--- config.mk ---
export PLATFORM = sky130hd
export DESIGN_NAME = piano_voice_allocator
export DESIGN_NICKNAME = d
export VERILOG_FILES = /design/src/rtl/piano_voice_allocator.sv
export SDC_FILE = /design/constraint.sdc
export NUM_CORES = 1
export LEC_CHECK = 0
export CAP_MARGIN = 5
export CORE_ASPECT_RATIO = 0.5
export CORE_UTILIZATION = 58
export CTS_CLUSTER_DIAMETER = 60
export DETAILED_ROUTE_END_ITERATION = 10
export PLACE_DENSITY = 0.91
export SLEW_MARGIN = 20
export SYNTH_ARGS = -nofsm -noshare
export SYNTH_HDL_FRONTEND = slang
export SYNTH_SLANG_ARGS = --single-unit
--- constraint.sdc ---
create_clock -name clk -period 8.93 [get_ports clk]
set_input_delay 1.786 -clock clk [delete_from_list [all_inputs] [get_ports clk]]
set_output_delay 1.786 -clock clk [all_outputs]
set_load 0.005 [all_outputs]
--- src/rtl/piano_voice_allocator.sv ---
// piano_voice_allocator
//   Shares a pool of NUM_VOICES tone-generator voices among NUM_KEYS
//   conditioned piano keys. Key edges are queued as pending on/off events
//   and one event is serviced per clock. When no voice is free, a press
//   steals the least recently allocated voice.
//
// Ports
//   clk          system clock
//   reset_n      asynchronous active-low reset
//   key          debounced key levels, 1 = pressed (bit 0 = C ... bit 7 = C2)
//   voice_en     voice v is sounding
//   voice_key    key index owned by voice v, slice [3v+2:3v]
//   voice_div    period in clocks for voice v, slice [DIV_W*v +: DIV_W]
//   voice_retrig one-cycle pulse, voice v restarts its phase counter
//   steal        one-cycle pulse, this allocation evicted a busy voice
//   active_cnt   number of voices with voice_en = 1
module piano_voice_allocator #(
  parameter int NUM_KEYS   = 8,
  parameter int NUM_VOICES = 4,
  parameter int DIV_W      = 17
) (
  input  logic                        clk,
  input  logic                        reset_n,
  input  logic [NUM_KEYS-1:0]         key,
  output logic [NUM_VOICES-1:0]       voice_en,
  output logic [NUM_VOICES*3-1:0]     voice_key,
  output logic [NUM_VOICES*DIV_W-1:0] voice_div,
  output logic [NUM_VOICES-1:0]       voice_retrig,
  output logic                        steal,
  output logic [3:0]                  active_cnt
);

  localparam int VW = $clog2(NUM_VOICES);

  logic [NUM_KEYS-1:0] key_prev, pend_on, pend_off;
  logic [2:0]          vkey [NUM_VOICES];
  logic [DIV_W-1:0]    vdiv [NUM_VOICES];
  logic [VW-1:0]       rank [NUM_VOICES];

  logic [NUM_KEYS-1:0]   rise, fall, on_clr, off_clr, own_n;
  logic [NUM_KEYS-1:0]   pend_on_n, pend_off_n;
  logic [NUM_VOICES-1:0] en_n, retrig_n;
  logic                  steal_n;
  logic [2:0]            key_n  [NUM_VOICES];
  logic [DIV_W-1:0]      div_n  [NUM_VOICES];
  logic [VW-1:0]         rank_n [NUM_VOICES];
  logic [2:0]            svc_k;
  logic [VW-1:0]         pick;
  logic                  have_free, owned;
  logic [3:0]            cnt_n;

  function automatic logic [DIV_W-1:0] period(input logic [2:0] k);
    int unsigned p;
    case (k)
      3'd0:    p = 95566;
      3'd1:    p = 85121;
      3'd2:    p = 75850;
      3'd3:    p = 71592;
      3'd4:    p = 63776;
      3'd5:    p = 56818;
      3'd6:    p = 50618;
      default: p = 47774;
    endcase
    return DIV_W'(p);
  endfunction

  function automatic logic [2:0] lowest(input logic [NUM_KEYS-1:0] m);
    logic [2:0] r;
    r = '0;
    for (int i = NUM_KEYS - 1; i >= 0; i--)
      if (m[i]) r = 3'(i);
    return r;
  endfunction

  function automatic logic [3:0] popcount(input logic [NUM_VOICES-1:0] m);
    logic [3:0] c;
    c = '0;
    for (int i = 0; i < NUM_VOICES; i++) c = c + 4'(m[i]);
    return c;
  endfunction

  assign rise = key & ~key_prev;
  assign fall = ~key & key_prev;

  always_comb begin
    en_n      = voice_en;
    retrig_n  = '0;
    steal_n   = 1'b0;
    on_clr    = '0;
    off_clr   = '0;
    svc_k     = '0;
    pick      = '0;
    have_free = 1'b0;
    owned     = 1'b0;
    for (int v = 0; v < NUM_VOICES; v++) begin
      key_n[v]  = vkey[v];
      div_n[v]  = vdiv[v];
      rank_n[v] = rank[v];
    end

    if (|pend_off) begin
      // Releases first: silence the owner, keep its key/period and age.
      svc_k = lowest(pend_off);
      off_clr[svc_k] = 1'b1;
      for (int v = 0; v < NUM_VOICES; v++)
        if (voice_en[v] && vkey[v] == svc_k) en_n[v] = 1'b0;
    end else if (|pend_on) begin
      svc_k = lowest(pend_on);
      on_clr[svc_k] = 1'b1;
      for (int v = 0; v < NUM_VOICES; v++)
        if (voice_en[v] && vkey[v] == svc_k) owned = 1'b1;
      if (!owned) begin
        for (int v = NUM_VOICES - 1; v >= 0; v--)
          if (!voice_en[v]) begin
            pick      = VW'(v);
            have_free = 1'b1;
          end
        if (!have_free) begin
          // Oldest allocation carries the highest rank.
          for (int v = 0; v < NUM_VOICES; v++)
            if (rank[v] == VW'(NUM_VOICES - 1)) pick = VW'(v);
          steal_n = 1'b1;
        end
        en_n[pick]     = 1'b1;
        key_n[pick]    = svc_k;
        div_n[pick]    = period(svc_k);
        retrig_n[pick] = 1'b1;
        for (int u = 0; u < NUM_VOICES; u++)
          if (rank[u] < rank[pick]) rank_n[u] = rank[u] + 1'b1;
        rank_n[pick] = '0;
      end
    end

    // Ownership after this cycle's update decides whether a release needs
    // an off event; this covers a key being allocated in the same cycle.
    own_n = '0;
    for (int v = 0; v < NUM_VOICES; v++)
      for (int k = 0; k < NUM_KEYS; k++)
        if (en_n[v] && key_n[v] == 3'(k)) own_n[k] = 1'b1;

    pend_on_n  = (pend_on & ~on_clr & ~fall) | rise;
    pend_off_n = (pend_off & ~off_clr) | (fall & own_n);
    cnt_n      = popcount(en_n);
  end

  // State register: edge history, event queue, voice table and ages
  always_ff @(posedge clk or negedge reset_n) begin
    if (!reset_n) begin
      key_prev     <= '0;
      pend_on      <= '0;
      pend_off     <= '0;
      voice_en     <= '0;
      voice_retrig <= '0;
      steal        <= 1'b0;
      active_cnt   <= '0;
      for (int v = 0; v < NUM_VOICES; v++) begin
        vkey[v] <= '0;
        vdiv[v] <= '0;
        rank[v] <= VW'(NUM_VOICES - 1 - v);
      end
    end else begin
      key_prev     <= key;
      pend_on      <= pend_on_n;
      pend_off     <= pend_off_n;
      voice_en     <= en_n;
      voice_retrig <= retrig_n;
      steal        <= steal_n;
      active_cnt   <= cnt_n;
      for (int v = 0; v < NUM_VOICES; v++) begin
        vkey[v] <= key_n[v];
        vdiv[v] <= div_n[v];
        rank[v] <= rank_n[v];
      end
    end
  end

  for (genvar g = 0; g < NUM_VOICES; g++) begin : g_pack
    assign voice_key[3*g +: 3]         = vkey[g];
    assign voice_div[DIV_W*g +: DIV_W] = vdiv[g];
  end

endmodule

==> Word level (Yosys, flattened, before mapping) <==
Cells that the tools add are included.
{ "word_totals": {"reg_bits": 125, "out_inout_bits": 93, "elab_cells": 288} }
{ "op_classes": {"n_addsub": 7, "order_cmp": 12, "eq_ne": 46, "mux": 133, "bitwise": 19, "reduce_logical": 52} }
{ "ops": {"columns": ["cell", "n"], "rows": [
  ["$pmux 17 s7", 1],
  ["$bwmux 68", 1],
  ["$mux 17", 4],
  ["$mux 2", 31],
  ["$mux 3", 20],
  ["$eq 3x3->1 const B", 19],
  ["$and 8x8->8", 7],
  ["$mux 1", 56],
  ["$not 8->8", 6],
  ["$logic_and 1x1->1", 44],
  ["$mux 12", 3],
  ["$demux 17 s2", 1],
  ["$eq 3x2->1 const B", 10],
  ["$eq 3x3->1", 8],
  ["$mux 4", 6],
  ["$mux 8", 3],
  ["$or 8x8->8", 2],
  ["$reduce_or 8->1", 2],
  ["$eq 3x1->1 const B", 5],
  ["$logic_not 3->1", 5],
  ["$bwmux 12", 1],
  ["$add 2x1->2 const B", 4],
  ["$eq 2x2->1 const B", 4],
  ["$lt 2x2->1", 4],
  ["other kinds (18)", 22]
]} }

==> Logic depth before layout (Yosys ltp) <==
Gate-level depths: netlist (run 1).
{ "logic_depth": {"ltp_word": 42, "depth_mapped": 14, "mapped_depth_nobuf": 10} }

==> Worst setup path after synthesis (run 1) <==
OpenSTA, ideal clock, no wires.
{ "synth_path": {"kind": "register -> register", "start": "reg pend_on[2]", "end": "reg active_cnt[1]", "setup_ps": 126, "arrival_time_ps": 3502, "required_ps": 8804, "path_slack_ps": 5302, "stages_incl_launch_ff": 14, "n_path_buf": 3, "synth_period_minus_slack_ps": 3628, "path_cell_list": "dfrtp_1 > buf_6 > or4_4 > nor2_8 > xnor2_2 > nand2_2 > o311ai_4 > or4_4 > clkbuf_1 > clkbuf_1 > o21ai_0 > fa_1 > ha_1 > ha_1"} }
{ "synth_via": {"elab_chain_cells": 19} }
{ "synth_lines": {"columns": ["item", "line", "rtl"], "rows": [
  ["from (decl)", "35", "logic [NUM_KEYS-1:0] key_prev, pend_on, pend_off;"],
  ["from (signal assigned)", "163", "pend_on <= pend_on_n;"],
  ["$mux 3 (3 in series)", "71", "if (m[i]) r = 3'(i);"],
  ["$mux 3", "107", "end else if (|pend_on) begin"],
  ["$mux 3", "101", "if (|pend_off) begin"],
  ["$eq 3x3->1", "111", "if (voice_en[v] && vkey[v] == svc_k) owned = 1'b1;"],
  ["$logic_and 1x1->1", "111", null],
  ["$mux 1 (4 in series)", "111", null],
  ["$mux 1", "107", null],
  ["$mux 1", "101", null],
  ["$mux 4", "112", "if (!owned) begin"],
  ["$mux 4 *", "107", null],
  ["$mux 4 *", "101", null],
  ["named net en_n[0]", "42", "logic [NUM_VOICES-1:0] en_n, retrig_n;"],
  ["$add 1x1->2 *", "78", "for (int i = 0; i < NUM_VOICES; i++) c = c + 4'(m[i]);"],
  ["$add 2x1->3 *", "78", null],
  ["$add 3x1->4 *", "78", null],
  ["named net cnt_n[1]", "50", "logic [3:0] cnt_n;"],
  ["to (signal assigned)", "168", "active_cnt <= cnt_n;"],
  ["to (decl)", "30", "output logic [3:0] active_cnt"]
]} }
Mark *: on every way through the listed nets, which the timed path passes. The rest lies on a longest branch. The select of a mux whose other input is x is not followed.
A chain may end at the register's enable or synchronous reset.

==> Worst setup path in the final report (run 1) <==
{ "layout_path": {"start": "reg pend_on[5]", "end": "reg pend_off[5]"} }
{ "layout_via": {"elab_chain_cells": 27} }
{ "layout_lines": {"columns": ["item", "line", "rtl"], "rows": [
  ["$mux 3 (6 in series)", "71", null],
  ["$mux 3", "107", null],
  ["$mux 3", "101", null],
  ["$eq 3x3->1", "111", null],
  ["$logic_and 1x1->1", "111", null],
  ["$mux 1 (4 in series)", "111", null],
  ["$mux 1", "107", null],
  ["$mux 1", "101", null],
  ["[2 not listed]", null, null],
  ["$mux 12", "101", null],
  ["$eq 3x3->1", "139", "if (en_n[v] && key_n[v] == 3'(k)) own_n[k] = 1'b1;"],
  ["$logic_and 1x1->1", "139", null],
  ["$mux 1 (3 in series)", "139", null],
  ["$mux 1 *", "139", null],
  ["$and 8x8->8 *", "142", "pend_off_n = (pend_off & ~off_clr) | (fall & own_n);"],
  ["$or 8x8->8 *", "142", null],
  ["named net pend_off_n[5]", "41", "logic [NUM_KEYS-1:0] pend_on_n, pend_off_n;"],
  ["to (signal assigned)", "164", "pend_off <= pend_off_n;"],
  ["to (decl)", "35", null]
]} }
Marks and branches as above.

==> results of run 1 <==
[metal layers]
metal / track usage (%) / part of all wire [%] / up-vias
met5: 0 / 0 / -
met4: 14.7 / 2.7 / 0
met3: 12.2 / 12 / 70
met2: 57.7 / 44 / 405
met1: 54.3 / 42 / 2897
li1: - / - / 2477
[power breakdown]
| part | total, W | internal, W | leakage (nW) | switching, W |
|---|---|---|---|---|
| registers | 0.00101 | 0.000782 | 1.56 | 0.000229 |
| clock network | 0.000694 | 0.000392 | 0.276 | 0.000302 |
| logic | 0.00197 | 0.000731 | 1.55 | 0.00124 |
| total | 0.00368 | 0.00191 | 3.39 | 0.00177 |
[state kept, by name (all words and copies together) (netlist names)]
signal / count
voice_key: 12
pend_off: 8
active_cnt: 3
steal: 1
voice_div: 68
pend_on: 8
voice_en: 4
rank: 8
key_prev: 8
voice_retrig: 4
[Yosys cell counts (3+ instances only)]
library cell | number | area share (%)
ha_1 | 10 | 2.0
dfstp_2 | 4 | 1.7
dfrtp_1 | 120 | 49
a211o_1 | 5 | 0.72
nand4_1 | 8 | 0.82
clkbuf_1 | 25 | 1.5
nor2b_1 | 10 | 1.0
o311ai_0 | 4 | 0.57
and2_1 | 3 | 0.31
or4_1 | 3 | 0.37
a21oi_1 | 21 | 1.7
o21ai_0 | 91 | 7.4
inv_1 | 16 | 0.98
buf_2 | 4 | 0.33
o31a_1 | 4 | 0.57
a31o_2 | 3 | 0.43
xnor2_1 | 10 | 1.4
nor4_1 | 6 | 0.61
mux2i_1 | 5 | 0.82
o221ai_1 | 3 | 0.43
o31ai_1 | 5 | 0.61
nor3_1 | 26 | 2.1
a31oi_1 | 3 | 0.31
or3_1 | 3 | 0.31
nor2_1 | 48 | 2.9
nand3_1 | 15 | 1.2
xor2_1 | 5 | 0.72
nand2_1 | 118 | 7.2
and3_1 | 3 | 0.31
nand2b_1 | 10 | 1.0
[how the worst max path moves through the flow]
stage | from | endpoint | slack (ns) | depth (start not counted)
floorplan | pend_on[2] | active_cnt[1] | 5.30 | 13
global placement | pend_on[0] | active_cnt[1] | 4.73 | 10
detailed placement | pend_on[0] | active_cnt[1] | 4.51 | 10
CTS | pend_on[0] | active_cnt[1] | 4.41 | 10
global route | pend_on[4] | pend_off[5] | 4.42 | 8
finish | pend_on[5] | pend_off[5] | 4.53 | 8
[layout make-up]
type                            instances  area (um^2)
Multi-Input combinational cell        476         2800
Timing Repair Buffer                  105         1040
Tap cell                              140          175
Inverter                               17         63.8
Clock buffer                           17          425
Sequential cell                       124         3110
Fill cell                             680         2480
Clock inverter                         15          150
[worst reg2reg max path, cell delays in order, from the launching register on]
cell      delay, ns
dfrtp_1        0.50
or4_1          0.61
nand2_1        0.40
o21ai_1        0.20
o221ai_1       0.18
o311a_1        0.39
nand3_1        0.64
buf_4          0.48
o311ai_0       0.81
[per-stage QoR]
step	cell area [um^2]	utilization, %
detailed placement	7190	70.1
floorplan	6120	-
global placement	7190	70.1
CTS	7760	75.8
global route	7770	75.8
finish	7770	75.8
[cell families after synthesis]
family / after synthesis
AND/OR/NAND/NOR: 273
AO/OA/AOI/OAI: 167
flip-flops: 124
buffers and inverters: 51
XOR/XNOR: 16
adder cells (fa/ha/maj): 11
multiplexers: 8
other: 1
==> impl_results.md, run 1 <==
* Setup Fix Bufs, Post-CTS at 0
* Delay-heaviest family, CP: simple AND/OR/NAND/NOR gates
* LEAKAGE at about 3.4 nW
* Setup TNS at 0 ns
* Seq/Total Area, Yosys at between 50% and 60%
* Clk_skew at around 0.013 ns
* Fmax at ~230 MHz
* Placed Cells incl. Taps at approximately 860
* Synthesized Nets at between 600 and 700
* XOR/XNOR Fraction of Synth Area at under 10%
* R2r setup slk at approximately 4.5 ns
* Power Total at between 0.003 and 0.004 W
* Starting Density at around three fifths
* Pin count of the biggest net entering global routing at 87
* Core footprint at ~0.010 mm^2
* Mux cell area share after synthesis at about 1.7%
* RSZ-0062 raised after global routing: no
* Count of different cell masters after synthesis at 74
* Crit path required time at a little over 9 ns
* Post-Layout Cell Count at roughly 890
* Synth Area per Inst at 9.40 um^2
* Die area at 0.0110 mm^2
* Final hold vios at 0
* Die Span X at around 150 um
* Simple-gate share of the synthesized area at 21.7%
* Largest stage delay, worst path at between 0.8 and 0.9 ns
* Status: complete, no violations
* Fin Hold WS at ~0.46 ns
* Total gr overflow at 0
* Most common cell after layout, fill and taps aside: dfrtp_1
* Antenna violations before repair at 0
* Diode count at 0
* WP data arrival at approximately 4.6 ns
* Yosys warning count at 0
* Crit-path cells: or4_1 -> nand2_1 -> o21ai_1 -> o221ai_1 -> o311a_1 -> nand3_1 -> buf_4 -> o311ai_0
* Mapped Cells at between 600 and 700
* Final period util at a little under 50%
* Total Routing Usage GR at approximately two fifths
* Hold Crit Start: key_prev[7]
* Largest family of logic cells by synthesized area: simple AND/OR/NAND/NOR gates
* Adder-Cell Fraction of Synth Area at 2.37%
* WL final at 20600 um
* First-pass GRT wire length at ~31000 um
* # rows at 26
* Htree depth at 4
* PortBufs at 101
* HP Class: reg -> reg
* Post-CTS resize count at 0
* Clk_lat worst skew at approximately 0.43 ns
* Area delta synth->final at 26.9%
* CTS root buf: clkbuf_16
* Hold Path Sink: pend_on[7]
* R2R Path Start: pend_on[5]
* TritonCTS clock tree: done
* Rel. slew slack at 33.9%
* NumNets Final at 762
* Vias/cell at between 6 and 7
* R2R cell count at 8
* Post-route ant nets at 0
* Final estimated routing congestion in global placement at approximately 1
* Slew Viols, Final at 0
* Hold depth at 1
* Setup WS post-layout at 4.53 ns
* Drc violations at 0
* # IOs at 103
* Total CTS buffers at 17
* Detailed Route Iter0 Violations at roughly 650
* Post-synthesis compound-gate area fraction at about 17%
* Post-CTS Hold Fix Bufs at 0
* Worst slew pin tran at 0.986 ns
* Via count at roughly 6000
* DRT Pass-1 Iters at 8
* Final setup vio count at 0
* Vias in the first global route at ~5400
* Die Y at ~75 um
* Fin crit period at around 4.4 ns
* Final HPWL DP at 13900 um
* Setup CP Type: reg -> reg
* Clock transition at the registers of the reported paths at 0.06 ns
* Crit path max fanout at 21
* CP endpoint kind: register
* Most frequent cells in the layout: dfrtp_1, nand2_1, clkdlybuf4s50_1
* Synth Register Bits at 124
* Asr flop ratio synth at 100%
* Critical path buffers and inverters at 1
* Reg2reg end: pend_off[5]
* Main synth FF type: dfrtp_1
* Place WS at ~4.5 ns
* Layout cells sized above 1 at under 10%
* CP max stage cell: o311ai_0
* Post-synth EDFFs at 0
* Clock net sink count at between 100 and 150
* WL/cell at about 23 um
* Pwr Density at roughly 470 mW/mm^2
* Crit start category: register
* CTS Buffer Depth at 2
* Max-Cap Viols at 0
* Post-Syn Area at slightly above 0.006 mm^2
* Worst vdd ir at between 0.0002 and 0.00025 V
Power figures use the tool's default switching activity.
==> run 2, diff against run 1 <==
- CORE_UTILIZATION: 58 -> 53
- PLACE_DENSITY: 0.91 -> 0.85
- clock period: 8.93 -> 4.55 ns (I/O delays scaled with it)
==> impl_results.md, run 2 (synthesized netlist as in run 1, its figures left out) <==
* Final estimated routing congestion in global placement at 0.928 (was 0.987)
* Clock transition at the registers of the reported paths at 0.06 ns (about the same)
* Most common cell after layout, fill and taps aside: dfrtp_1 (unchanged)
* Final Core Density at 70.8% (was 75.8%)
* DRT Pass-1 Iters at 5 (was 8)
* Final HPWL DP at 13700 um (was 13900 um)
* Core footprint at 0.0111 mm^2 (was 0.0102 mm^2)
* HP Class: reg -> reg (unchanged)
* Setup TNS at 0 ns (unchanged)
* Total gr overflow at 0 (unchanged)
* Final hold vios at 0 (unchanged)
* Antenna violations before repair at 1 (was 0)
* Pwr Density at 911 mW/mm^2 (was 473 mW/mm^2)
* Setup WS post-layout at 0.799 ns (was 4.53 ns)
* WP data arrival at 4.05 ns (was 4.63 ns)
* Post-CTS Hold Fix Bufs at 0 (unchanged)
* Fmax at 267 MHz (was 227 MHz)
* Clk_lat worst skew at 0.42 ns (was 0.43 ns)
* Most frequent cells in the layout: dfrtp_1, nand2_1, clkdlybuf4s50_1 (unchanged)
* Pin count of the biggest net entering global routing at 66 (was 87)
* Die area at 0.0120 mm^2 (was 0.0110 mm^2)
* Rel. slew slack at 42.2% (was 33.9%)
* Vias in the first global route at 5512 (was 5371)
* Starting Density at 55.1% (was 59.7%)
* LEAKAGE at 3.45 nW (was 3.39 nW)
* Total CTS buffers at 17 (unchanged)
* Post-CTS resize count at 0 (unchanged)
* Fin crit period at 3.75 ns (was 4.40 ns)
* Final period util at 82.4% (was 49.3%)
* Crit path required time at 4.85 ns (was 9.16 ns)
* Max-Cap Viols at 0 (unchanged)
* Final setup vio count at 0 (unchanged)
* First-pass GRT wire length at 30900 um (was 31300 um)
* Clk_skew at 0.0128 ns (was 0.0129 ns)
* Crit path max fanout at 39 (was 21)
* Max reg flops at 68 (unchanged)
* Diode count at 0 (unchanged)
* Total Routing Usage GR at 34.3% (was 38.9%)
* Setup Fix Bufs, Post-CTS at 0 (unchanged)
* NumNets Final at 772 (was 762)
* Setup CP Type: reg -> reg (unchanged)
* Layout cells sized above 1 at 10.1% (was 9.15%)
* Crit start category: register (unchanged)
* RSZ-0062 raised after global routing: no (unchanged)
* Die Span X at 154 um (was 147 um)
* Post-DP Area at 0.00726 mm^2 (was 0.00719 mm^2)
* Slew Viols, Final at 0 (unchanged)
* WL final at 19400 um (was 20600 um)
* Post-route ant nets at 0 (unchanged)
* Worst slew pin tran at 0.867 ns (was 0.986 ns)
* CTS root buf: clkbuf_16 (unchanged)
* Die Y at 78.0 um (was 74.6 um)
* Via count at 5560 (was 5849)
* Drc violations at 0 (unchanged)
* Power Total at 0.00717 W (was 0.00368 W)
* Htree depth at 4 (unchanged)
* # rows at 27 (was 26)
* Status: complete, no violations (unchanged)
* WL/cell at 21.3 um (was 23.1 um)
* PortBufs at 101 (unchanged)
* Fin area at 0.00787 mm^2 (was 0.00777 mm^2)
* Worst vdd ir at 0.000448 V (was 0.000243 V)
* TritonCTS clock tree: done (unchanged)
* Vias/cell at 6.12 (was 6.54)
* Clock net sink count at 124 (unchanged)
* CTS Buffer Depth at 2 (unchanged)
* # IOs at 103 (unchanged)
* Detailed Route Iter0 Violations at 503 (was 649)
* Area delta synth->final at 28.6% (was 26.9%)
* Place WS at 0.880 ns (was 4.51 ns)
* CP endpoint kind: register (unchanged)
run 2: cell count changes in the layout (fill, tap and decap cells not counted), sizes merged:
cell and change:
buf +10, bufinv +1, clkbuf +2, clkinv +1, clkinvlp -1, inv -3
run 2: critical path, cell delays in order (launching register included):
cell	delay, ns
dfrtp_1	0.45
nor2b_1	0.20
o21ai_0	0.43
a21oi_1	0.14
o221ai_1	0.35
o311ai_4	0.22
or4_4	0.65
o21ai_0	0.22
fa_1	0.48
ha_1	0.21
ha_1	0.27
run 2: worst paths after layout:
kind	slack, ns	cells after the start	endpoint	startpoint
worst max-delay path	0.80	10	active_cnt[1]	pend_on[7]
worst min-delay path	0.48	2	voice_div[47]	voice_div[47]
worst max register to register	0.80	10	active_cnt[1]	pend_on[7]
worst min register to register	0.48	2	voice_div[47]	voice_div[47]
max in group asynchronous	2.98	2	voice_div[2]	reset_n
min in group asynchronous	0.59	1	rank[3]	reset_n
run 2: layout make-up:
cell class              count  area, um^2
clock buffers              19         453
clock inverters            13         154
fillers                   813        3240
inverters                  17        63.8
multi-input cells         476        2800
flip-flops and latches    124        3110
well taps                 145         181
repair buffers            115        1110
run 2: where the power goes:
part	switching [W]	internal [W]
combinational	0.00231	0.00149
clock	0.000556	0.000848
sequential	0.000435	0.00154
run 2: routing by layer:
metal | global-route usage, % | part of all wire [%] | up-vias
met3 | 8.16 | 10 | 34
met2 | 49.6 | 43 | 269
li1 | - | - | 2497
met4 | 11.7 | 2.0 | 2
met5 | 0 | 0.067 | -
met1 | 50.3 | 44 | 2758
run 2: metrics by stage:
stage / instances / hold WS, ns
2_1_floorplan: 651 / 0.435
3_3_place_gp: 877 / 0.461
3_5_place_dp: 877 / 0.447
4_1_cts: 909 / 0.476
5_1_grt: 909 / 0.517
6_report: 909 / 0.481
==> run 3, diff against run 2 <==
- CORE_UTILIZATION: 53 -> 48
- PLACE_DENSITY: 0.85 -> 0.81
- clock period: 4.55 -> 3.4 ns (I/O delays scaled with it)
==> impl_results.md, run 3 (synthesized netlist as in run 1, its figures left out) <==
* Final setup vio count at 0 (unchanged)
* # fillers at 982 (was 813)
* Crit start category: register (unchanged)
* Die Y at 81.9 um (was 78.0 um)
* NumNets Final at 794 (was 772)
* CP endpoint kind: register (unchanged)
* Pin count of the biggest net entering global routing at 56 (was 66)
* Worst slew pin tran at 0.709 ns (was 0.867 ns)
* Area delta synth->final at 32.6% (was 28.6%)
* Total gr overflow at 0 (unchanged)
* Core footprint at 0.0121 mm^2 (was 0.0111 mm^2)
* Final estimated routing congestion in global placement at 1.03 (was 0.928)
* Setup CP Type: reg -> reg (unchanged)
* R2R Path Start: pend_on[2] (was pend_on[7])
* Max-Cap Viols at 0 (unchanged)
* CTS root buf: clkbuf_16 (unchanged)
* Total Routing Usage GR at 30.5% (was 34.3%)
* Die Span X at 162 um (was 154 um)
* Max reg flops at 68 (unchanged)
* Vias/cell at 5.97 (was 6.12)
* Crit path max fanout at 9 (was 39)
* Reg2reg end: active_cnt[1] (unchanged)
* Final HPWL DP at 14000 um (was 13700 um)
* Worst vdd ir at 0.000554 V (was 0.000448 V)
* Pwr Density at 1230 mW/mm^2 (was 911 mW/mm^2)
* R2r setup slk at 0.09 ns (was 0.80 ns)
* Place WS at 0.147 ns (was 0.880 ns)
* Fin area at 0.00811 mm^2 (was 0.00787 mm^2)
* Die area at 0.0132 mm^2 (was 0.0120 mm^2)
* Setup WS post-layout at 0.0918 ns (was 0.799 ns)
* Clk_lat worst skew at 0.42 ns (about the same)
* DRT Pass-1 Iters at 5 (unchanged)
* CP startpoint: pend_on[2] (was pend_on[7])
* Setup Fix Bufs, Post-CTS at 0 (unchanged)
* Clock net sink count at 124 (unchanged)
* WL final at 19300 um (was 19400 um)
* Layout cells sized above 1 at 13.9% (was 10.1%)
* Register area at 0.00311 mm^2 (about the same)
* Clk_skew at 0.0114 ns (was 0.0128 ns)
* HP Class: in -> async (was reg -> reg)
* Drc violations at 0 (unchanged)
* PortBufs at 101 (unchanged)
* Post-DP Area at 0.00751 mm^2 (was 0.00726 mm^2)
* Vias in the first global route at 5322 (was 5512)
* CTS Buffer Depth at 2 (unchanged)
* Fmax at 302 MHz (was 267 MHz)
* TritonCTS clock tree: done (unchanged)
* WL/cell at 20.3 um (was 21.3 um)
* Fin Hold WS at 0.320 ns (was 0.481 ns)
* Post-route ant nets at 0 (unchanged)
* Slew Viols, Final at 0 (unchanged)
* Status: complete, no violations (unchanged)
* Multi-input logic area at 0.00285 mm^2 (was 0.00280 mm^2)
* # IOs at 103 (unchanged)
* Final period util at 97.3% (was 82.4%)
* RSZ-0062 raised after global routing: no (unchanged)
* WP data arrival at 3.60 ns (was 4.05 ns)
* Rel. slew slack at 52.1% (was 42.2%)
* Crit path required time at 3.69 ns (was 4.85 ns)
* LEAKAGE at 3.57 nW (was 3.45 nW)
* Post-CTS Hold Fix Bufs at 0 (unchanged)
* Fin crit period at 3.31 ns (was 3.75 ns)
* First-pass GRT wire length at 30100 um (was 30900 um)
* Total CTS buffers at 17 (unchanged)
* Most frequent cells in the layout: nand2_1, dfrtp_1, clkdlybuf4s50_1 (was dfrtp_1, nand2_1, clkdlybuf4s50_1)
* Htree depth at 4 (unchanged)
* Via count at 5667 (was 5560)
* Clock transition at the registers of the reported paths at 0.06 ns (about the same)
* # rows at 28 (was 27)
* Diode count at 0 (unchanged)
* Final hold vios at 0 (unchanged)
* Detailed Route Iter0 Violations at 505 (was 503)
* Antenna violations before repair at 0 (was 1)
* Starting Density at 50.5% (was 55.1%)
* R2R cell count at 10 (unchanged)
run 3: worst max-delay path by stage:
stage                     to  slack (ns)  cells after the start
3_5_place_dp   active_cnt[1]        0.15                     10
2_1_floorplan  active_cnt[1]     -0.0009                     13
3_3_place_gp   active_cnt[1]        0.23                     10
4_1_cts        active_cnt[1]        0.14                     10
6_report       active_cnt[1]        0.09                     10
5_1_grt        active_cnt[1]       0.008                     10
run 3: where the power goes:
part	total, W	switching (W)	internal [W]
Sequential	0.00259	0.000529	0.00206
Clock	0.00183	0.000708	0.00112
Combinational	0.00555	0.00325	0.00230
Total	0.00997	0.00449	0.00548
run 3: area by class of cell:
cell class | count | share of cell area (%)
multi-input cells | 476 | 35.1
well taps | 165 | 2.54
clock inverters | 12 | 1.70
clock buffers | 19 | 5.58
inverters | 17 | 0.786
repair buffers | 137 | 15.9
flip-flops and latches | 124 | 38.3
run 3: worst max-delay path, cell delays in order (launching register included):
cell      delay [ns]
dfrtp_1         0.47
or4_4           0.64
o21ai_1         0.14
o21ai_1         0.12
o221ai_2        0.12
o311ai_4        0.19
or4_4           0.46
o21ai_2         0.10
fa_1            0.44
ha_1            0.21
ha_1            0.29
run 3: metrics by stage:
step	total power (W)	utilization, %	TNS, ns	instances
after detailed placement	0.00796	61.9	0	919
final	0.00997	66.9	0	950
after floorplan	0.00560	-	-0.000903	651
after CTS	0.00983	66.8	0	950
after global routing	0.0105	66.9	0	950
after global placement	0.00778	61.9	0	919
run 3: what timing repair did:
action | 4_1_cts | 5_1_grt
gates resized for setup | 0 | 4
hold endpoints to repair | 0 | 0
setup endpoints to repair | 0 | 2
run 3: routing by layer:
layer | vias up | track usage (%) | part of all wire [%]
met2 | 309 | 46.3 | 44
li1 | 2545 | - | -
met1 | 2773 | 42.5 | 45
met3 | 40 | 7.88 | 9.3
met4 | 0 | 10.7 | 1.9
met5 | - | 0 | 0
